`config.mk`:
```
export PLATFORM = sky130hd
export DESIGN_NAME = stream_out_reg_for_protocol_engine
export DESIGN_NICKNAME = d
export VERILOG_FILES = /design/src/rtl/pe_stream_pkg.sv /design/src/rtl/stream_skid_buf_2e.sv /design/src/rtl/stream_out_reg_for_protocol_engine.sv
export SDC_FILE = /design/constraint.sdc
export NUM_CORES = 2
export LEC_CHECK = 0
export BUFFER_PORTS_ARGS = -buffer_cell sky130_fd_sc_hd__buf_2
export CAP_MARGIN = 0
export CORE_AREA = 4 4 337 339
export CTS_BUF_LIST = sky130_fd_sc_hd__clkbuf_4 sky130_fd_sc_hd__clkbuf_8
export CTS_CLUSTER_DIAMETER = 80
export CTS_CLUSTER_SIZE = 30
export DETAILED_ROUTE_END_ITERATION = 12
export DIE_AREA = 0 0 341 343
export GPL_TIMING_DRIVEN = 0
export HOLD_SLACK_MARGIN = 0.06
export PLACE_DENSITY_LB_ADDON = 0.25
export SETUP_SLACK_MARGIN = 0.3
export SLEW_MARGIN = 30
export SYNTH_ARGS = -nofsm -noshare
export SYNTH_HDL_FRONTEND = slang
export SYNTH_SLANG_ARGS = --single-unit
export TNS_END_PERCENT = 100
```
`constraint.sdc`:
```
create_clock -name clk -period 2.38 [get_ports clk]
set_input_delay 0.476 -clock clk [delete_from_list [all_inputs] [get_ports clk]]
set_output_delay 0.476 -clock clk [all_outputs]
set_load 0.02 [all_outputs]
```
`src/rtl/pe_stream_pkg.sv`:
```
// Shared definitions for the protocol-engine stream register stages.
//  - frm_state_t : packet framing FSM states
//  - payld_w()   : width of the packed beat carried through the skid buffer
//  - *_lsb/_bit  : field offsets inside that packed beat, laid out MSB first as
//                  {tstart, tlast, tkeep, tuser, tdata}
package pe_stream_pkg;

  typedef enum logic [1:0] {
    SOP    = 2'd0,
    IN_PKT = 2'd1,
    DROP   = 2'd2
  } frm_state_t;

  function automatic int payld_w(input int tuser_w, input int tdata_w, input int tkeep_w);
    return tuser_w + tdata_w + tkeep_w + 2;
  endfunction

  function automatic int tuser_lsb(input int tdata_w);
    return tdata_w;
  endfunction

  function automatic int tkeep_lsb(input int tuser_w, input int tdata_w);
    return tdata_w + tuser_w;
  endfunction

  function automatic int tlast_bit(input int tuser_w, input int tdata_w, input int tkeep_w);
    return tdata_w + tuser_w + tkeep_w;
  endfunction

  function automatic int tstart_bit(input int tuser_w, input int tdata_w, input int tkeep_w);
    return tdata_w + tuser_w + tkeep_w + 1;
  endfunction

endpackage

```
`src/rtl/stream_skid_buf_2e.sv`:
```
// Two-entry skid buffer with registered ready on the upstream side and
// registered valid/payload on the downstream side.
// Ports:
//   clk, rst_n            clock, synchronous active-low reset
//   up_vld/up_rdy/up_payld   upstream beat (up_rdy is a flop)
//   dn_vld/dn_rdy/dn_payld   downstream beat (payload reads 0 while dn_vld=0)
module stream_skid_buf_2e #(
  parameter int PAYLD_W = 8
) (
  input  logic               clk,
  input  logic               rst_n,
  input  logic               up_vld,
  output logic               up_rdy,
  input  logic [PAYLD_W-1:0] up_payld,
  output logic               dn_vld,
  input  logic               dn_rdy,
  output logic [PAYLD_W-1:0] dn_payld
);

  // head entry drives the downstream port; skid entry catches the beat that
  // arrives while the head is stalled.
  logic               head_vld_reg, head_vld_next;
  logic [PAYLD_W-1:0] head_payld_reg, head_payld_next;
  logic               skid_vld_reg, skid_vld_next;
  logic [PAYLD_W-1:0] skid_payld_reg, skid_payld_next;
  logic               rdy_reg, rdy_next;
  logic               push, pop;

  always_comb begin
    push            = up_vld & rdy_reg;
    pop             = head_vld_reg & dn_rdy;
    head_vld_next   = head_vld_reg;
    head_payld_next = head_payld_reg;
    skid_vld_next   = skid_vld_reg;
    skid_payld_next = skid_payld_reg;

    // rdy_reg is low whenever both entries are full, so push never coincides
    // with a pop that still has a skid entry to move forward.
    if (pop) begin
      if (skid_vld_reg) begin
        head_payld_next = skid_payld_reg;
        skid_vld_next   = 1'b0;
        skid_payld_next = '0;
      end else if (push) begin
        head_payld_next = up_payld;
      end else begin
        head_vld_next   = 1'b0;
        head_payld_next = '0;
      end
    end else if (push) begin
      if (head_vld_reg) begin
        skid_vld_next   = 1'b1;
        skid_payld_next = up_payld;
      end else begin
        head_vld_next   = 1'b1;
        head_payld_next = up_payld;
      end
    end

    // Ready is the registered "fewer than two entries next cycle" flag.
    rdy_next = ~(head_vld_next & skid_vld_next);
  end

  always_ff @(posedge clk) begin
    if (!rst_n) begin
      head_vld_reg   <= 1'b0;
      head_payld_reg <= '0;
      skid_vld_reg   <= 1'b0;
      skid_payld_reg <= '0;
      rdy_reg        <= 1'b0;
    end else begin
      head_vld_reg   <= head_vld_next;
      head_payld_reg <= head_payld_next;
      skid_vld_reg   <= skid_vld_next;
      skid_payld_reg <= skid_payld_next;
      rdy_reg        <= rdy_next;
    end
  end

  assign up_rdy   = rdy_reg;
  assign dn_vld   = head_vld_reg;
  assign dn_payld = head_payld_reg;

endmodule

```
`src/rtl/stream_out_reg_for_protocol_engine.sv`:
```
// Egress register stage of the protocol engine. Frames engine beats into
// packets (tstart generation, per-packet tuser, truncation of packets longer
// than MAX_BEATS) and drives the downstream AXIS-like port via a 2-entry skid
// buffer.
// Ports:
//   clk, rst_n                      clock, synchronous active-low reset
//   out_reg_t{valid,last,user,data,keep}, out_reg_tready   engine side
//   axis_t{valid,start,last,user,data,keep}, axis_tready   downstream side
//   pkt_cnt        packets accepted downstream (wrapping)
//   err_overlong   one-cycle pulse when a packet is truncated
module stream_out_reg_for_protocol_engine
  import pe_stream_pkg::*;
#(
  parameter int TUSER_WIDTH = 128,
  parameter int TDATA_WIDTH = 256,
  parameter int TKEEP_WIDTH = TDATA_WIDTH / 8,
  parameter int MAX_BEATS   = 64
) (
  input  logic                   clk,
  input  logic                   rst_n,
  input  logic                   out_reg_tvalid,
  input  logic                   out_reg_tlast,
  input  logic [TUSER_WIDTH-1:0] out_reg_tuser,
  input  logic [TDATA_WIDTH-1:0] out_reg_tdata,
  input  logic [TKEEP_WIDTH-1:0] out_reg_tkeep,
  output logic                   out_reg_tready,
  output logic                   axis_tvalid,
  output logic                   axis_tstart,
  output logic                   axis_tlast,
  output logic [TUSER_WIDTH-1:0] axis_tuser,
  output logic [TDATA_WIDTH-1:0] axis_tdata,
  output logic [TKEEP_WIDTH-1:0] axis_tkeep,
  input  logic                   axis_tready,
  output logic [31:0]            pkt_cnt,
  output logic                   err_overlong
);

  localparam int PAYLD_W    = payld_w(TUSER_WIDTH, TDATA_WIDTH, TKEEP_WIDTH);
  localparam int TUSER_LSB  = tuser_lsb(TDATA_WIDTH);
  localparam int TKEEP_LSB  = tkeep_lsb(TUSER_WIDTH, TDATA_WIDTH);
  localparam int TLAST_BIT  = tlast_bit(TUSER_WIDTH, TDATA_WIDTH, TKEEP_WIDTH);
  localparam int TSTART_BIT = tstart_bit(TUSER_WIDTH, TDATA_WIDTH, TKEEP_WIDTH);
  localparam int CNT_W      = $clog2(MAX_BEATS + 1);
  localparam logic [CNT_W-1:0] MAX_CNT = CNT_W'(MAX_BEATS);

  frm_state_t             state_reg, state_next;
  logic [CNT_W-1:0]       beat_cnt_reg, beat_cnt_next, cnt_inc;
  logic [TUSER_WIDTH-1:0] tuser_reg, tuser_next;
  logic [31:0]            pkt_cnt_reg, pkt_cnt_next;
  logic                   err_reg, err_next;

  logic                   accept;
  logic                   beat_tstart, beat_tlast;
  logic [TUSER_WIDTH-1:0] beat_tuser;
  logic                   buf_up_vld, buf_up_rdy;
  logic [PAYLD_W-1:0]     buf_up_payld, buf_dn_payld;
  logic                   buf_dn_vld;

  always_comb begin
    accept        = out_reg_tvalid & buf_up_rdy;
    cnt_inc       = beat_cnt_reg + CNT_W'(1);
    state_next    = state_reg;
    beat_cnt_next = beat_cnt_reg;
    tuser_next    = tuser_reg;
    err_next      = 1'b0;
    beat_tstart   = 1'b0;
    beat_tlast    = out_reg_tlast;
    beat_tuser    = tuser_reg;
    // Beats in DROP are accepted upstream but never enter the buffer.
    buf_up_vld    = out_reg_tvalid && (state_reg != DROP);

    case (state_reg)
      SOP: begin
        beat_tstart = 1'b1;
        beat_tuser  = out_reg_tuser;
        if (accept) begin
          tuser_next    = out_reg_tuser;
          beat_cnt_next = CNT_W'(1);
          state_next    = out_reg_tlast ? SOP : IN_PKT;
        end
      end
      IN_PKT: begin
        // MAX_BEATS-th beat without a real tlast closes the packet early.
        if (!out_reg_tlast && cnt_inc == MAX_CNT) beat_tlast = 1'b1;
        if (accept) begin
          beat_cnt_next = cnt_inc;
          if (out_reg_tlast) begin
            state_next = SOP;
          end else if (cnt_inc == MAX_CNT) begin
            state_next = DROP;
            err_next   = 1'b1;
          end
        end
      end
      DROP: begin
        if (accept && out_reg_tlast) state_next = SOP;
      end
      default: state_next = SOP;
    endcase

    pkt_cnt_next = pkt_cnt_reg + 32'(buf_dn_vld & axis_tready & axis_tlast);
  end

  always_ff @(posedge clk) begin
    if (!rst_n) begin
      state_reg    <= SOP;
      beat_cnt_reg <= '0;
      tuser_reg    <= '0;
      pkt_cnt_reg  <= '0;
      err_reg      <= 1'b0;
    end else begin
      state_reg    <= state_next;
      beat_cnt_reg <= beat_cnt_next;
      tuser_reg    <= tuser_next;
      pkt_cnt_reg  <= pkt_cnt_next;
      err_reg      <= err_next;
    end
  end

  assign buf_up_payld = {beat_tstart, beat_tlast, out_reg_tkeep, beat_tuser, out_reg_tdata};

  stream_skid_buf_2e #(
    .PAYLD_W (PAYLD_W)
  ) u_skid (
    .clk      (clk),
    .rst_n    (rst_n),
    .up_vld   (buf_up_vld),
    .up_rdy   (buf_up_rdy),
    .up_payld (buf_up_payld),
    .dn_vld   (buf_dn_vld),
    .dn_rdy   (axis_tready),
    .dn_payld (buf_dn_payld)
  );

  assign out_reg_tready = buf_up_rdy;
  assign axis_tvalid    = buf_dn_vld;
  assign axis_tstart    = buf_dn_payld[TSTART_BIT];
  assign axis_tlast     = buf_dn_payld[TLAST_BIT];
  assign axis_tkeep     = buf_dn_payld[TKEEP_LSB +: TKEEP_WIDTH];
  assign axis_tuser     = buf_dn_payld[TUSER_LSB +: TUSER_WIDTH];
  assign axis_tdata     = buf_dn_payld[0 +: TDATA_WIDTH];
  assign pkt_cnt        = pkt_cnt_reg;
  assign err_overlong   = err_reg;

endmodule

```
==> out/metrics.csv <==
stage,metric,value,unit
power,power_density,606,mW/mm2
route,vias,39100,
yosys,synthArstFlopShare,0,
global_routing,grt_pass1_vias,37500,
clocking,clock_latency,0.81,ns
critical_path,r2r_slack,0.34,ns
critical_path,start_kind,input pin,
run,drv_cap,0,
timing,setup_ws,0.305,ns
critical_path,critical_path.max_stage_delay,0.63,ns
route,avgRoutedWirePerCell,22.0,um
yosys,synth_area,0.0393,mm2
critical_path,cp_max_fo,10,
timing,finalCritPeriodShare,0.872,
yosys,syn-num-nets,4796,
run_status,status,"complete, no violations",
critical_path,slowest_stage,dlygate4sd3_1,
power,leakagePower,21.2,nW
final_layout,drive_gt1_frac,0.247,
global_routing,grt_antenna_before_repair,33,
yosys,synth_edf_count,0,
route,vias_per_cell,5.37,
critical_path,critical_path_arrival,2.77,ns
clocking,clk_pin_slew_worst_paths,0.18,ns
die,boundaryPins,874,
power,peakVddDrop,0.543,mV
worst_hold_path,hold_path_depth,3,
placement,port_buffers,871,
critical_path,crit_type,in -> reg,
clocking,clock_path_buffers,3,
placement,dp_hpwl,118,mm
die,dieWidth,341,um
die,die_area,0.117,mm2
placement,placed_cells,6731,
clocking,ctsHtreeMaxLevel,2,
route,drtAntennaViolNets,0,
timing,setup_violations,0,
timing,tns,0,ns
critical_path,critPathRequiredTime,3.07,ns
die,die_h,343,um
route,firstDrtPassIters,10,
critical_path,endpoint_kind,flop,
clocking,tritoncts,done,
timing,worstMarginPinSlew,0.829,ns
global_routing,overflow,0,
route,drt_iter0_drc,4698,
worst_hold_path,hold_path_class,in -> reg,
global_routing,grt_pass1_wl,236,mm
timing,skew,0.0543,ns
final_layout,syn_to_final_growth,31.7,%
timing,fin_crit,2.08,ns
timing,final_hold_viol_count,0,
timing,slew_headroom,0.447,
power,p_total,0.0314,W
final_layout,layoutNonFillerInstCount,7285,
critical_path,path_cells,dlygate4sd3_1 -> buf_4 -> and3_4 -> ha_4 -> ha_4 -> nand4_1 -> nor4_4 -> buf_6 -> and3_4 -> xnor2_2 -> nor2_1,
timing,rsz0062_at_grt,yes,
global_routing,grt_max_degree,31,
placement,post-place-ws,-0.598,ns
clocking,cts-root-buf,clkbuf_8,
yosys,ys_ff_latch,1009,
die,fp-row-count,122,
route,wl,160,mm
die,floorplan.core_area,0.110,mm2
yosys,synth_top_area_frac,0.514,
timing,whs,0.309,ns
yosys,syn_area_per_cell,9.00,um2
yosys,yosys_warnings,0,
final_layout,finish.net_count,6153,
route,drc_errors,0,
yosys,ys_seq_area_frac,0.514,
yosys,syn_inst,4372,
critical_path,rr_worst_depth,8,
global_routing,grt_usage,0.258,
yosys,ys_types,48,
timing,slew_violations,0,
die,start_util,0.356,
placement,gp_congestion,0.883,
yosys,synth_ff_type,dfxtp_1,
clocking,cts_buffers,51,
yosys,synth_top_area_cell,dfxtp_1,
yosys,synth_area_leaders,"dfxtp_1 51%, a222oi_1 11%, nand2_1 6.7%",
clocking,clock_sinks,1009,
timing,fmax,0.482,GHz
-- cells in the mapped netlist (2+ instances only) --
cell      count
xnor2_1       8
o21ai_0       6
nor2_1      461
and3_1       10
a21oi_1     429
buf_1        33
nand4_1      10
clkbuf_1    243
and4_1        3
nand2_1     705
nor4_1        2
nand2b_1      4
dfxtp_1    1009
mux2_2      128
a41oi_1       2
a222oi_1    416
and2_1      137
a311oi_1      2
buf_6        44
buf_4         8
ha_1          3
a211oi_1      4
xor2_1       18
nor3_1        5
mux2i_1     131
nand3_1     305
inv_1       130
nor3b_1       2
buf_2        95
-- metrics by stage --
stage / instance area, um2 / utilization
final: 51800 / 0.469
after global routing: 51800 / 0.469
after CTS: 51500 / 0.467
after detailed placement: 45600 / 0.413
after global placement: 45600 / 0.413
after floorplan: 39400 / -
-- worst paths after layout --
kind | startpoint | end
worst min-delay path | rst_n | u_skid.skid_payld_reg[378]
worst max-delay path | axis_tready | pkt_cnt[16]
worst min register to register | u_skid.skid_payld_reg[142] | u_skid.skid_payld_reg[142]
worst max register to register | u_skid.dn_vld | u_skid.dn_payld[193]
-- cell type report --
class,count,area [um2]
diodes,28,70.1
plain buffers,423,2560
clock buffers,57,778
clock inverters,36,488
fillers,10800,58600
inverters,131,492
multi-input cells,2809,16700
flip-flops and latches,1009,20200
well taps,1488,1860
repair buffers,1304,8660
-- critical path: cells and delay by family --
family / cells / cell delay [ns]
xor gates and xnor gates: 1 / 0.10
adders and majority gates: 2 / 0.26
buffers and inverters: 3 / 1.01
and+or+nand+nor: 5 / 0.90
-- report_power, final --
group	switching, W	internal [W]
Combinational	0.00277	0.00192
Sequential	0.000307	0.0174
Clock	0.00627	0.00269
-- cell families after synthesis --
logic type,share of synthesized area
AND/OR/NAND/NOR,0.180
adder cells (fa/ha/maj),0.000954
buffers and inverters,0.0651
AO/OA/AOI/OAI,0.165
multiplexers,0.0700
XOR/XNOR,0.00579
flip-flops,0.514
-- cell usage in the layout (no fill, tap or decap), drive strengths merged, types with 2 or more instances in the layout --
cell	netlist	routed
and3	10	10
nand3	305	305
a222oi	416	416
nor2b	2	2
diode	0	28
clkbuf	243	292
nor3b	2	2
clkinv	0	16
a311oi	2	2
buf	180	1072
nor3	6	6
xnor2	8	8
mux2i	131	131
mux2	128	128
ha	3	3
nor4	3	3
nand4	10	10
and2	137	137
nor2	461	461
a211oi	4	4
and4	3	3
o21ai	6	6
nand2b	4	4
dfxtp	1009	1009
nand2	705	705
xor2	18	18
a21oi	429	429
o31ai	2	2
inv	131	149
dlygate4sd3	0	420
a41oi	2	2
-- what timing repair did --
action                                  in CTS  in global routing
endpoints found under the setup margin     987                597
hold buffers                               420                  0
pin swaps                                    2                 22
gates cloned                                 2                  0
endpoints found under the hold margin      833                  0
gates resized for setup                    195                130
buffers inserted                             5                  6
-- metal layers --
metal,up-vias,global-route usage,part of all wire
met5,-,0,0.00056
met4,14,0.102,0.043
met3,312,0.0524,0.082
met2,1665,0.421,0.47
met1,18900,0.335,0.41
li1,18300,-,-
Power figures use the tool's default switching activity.
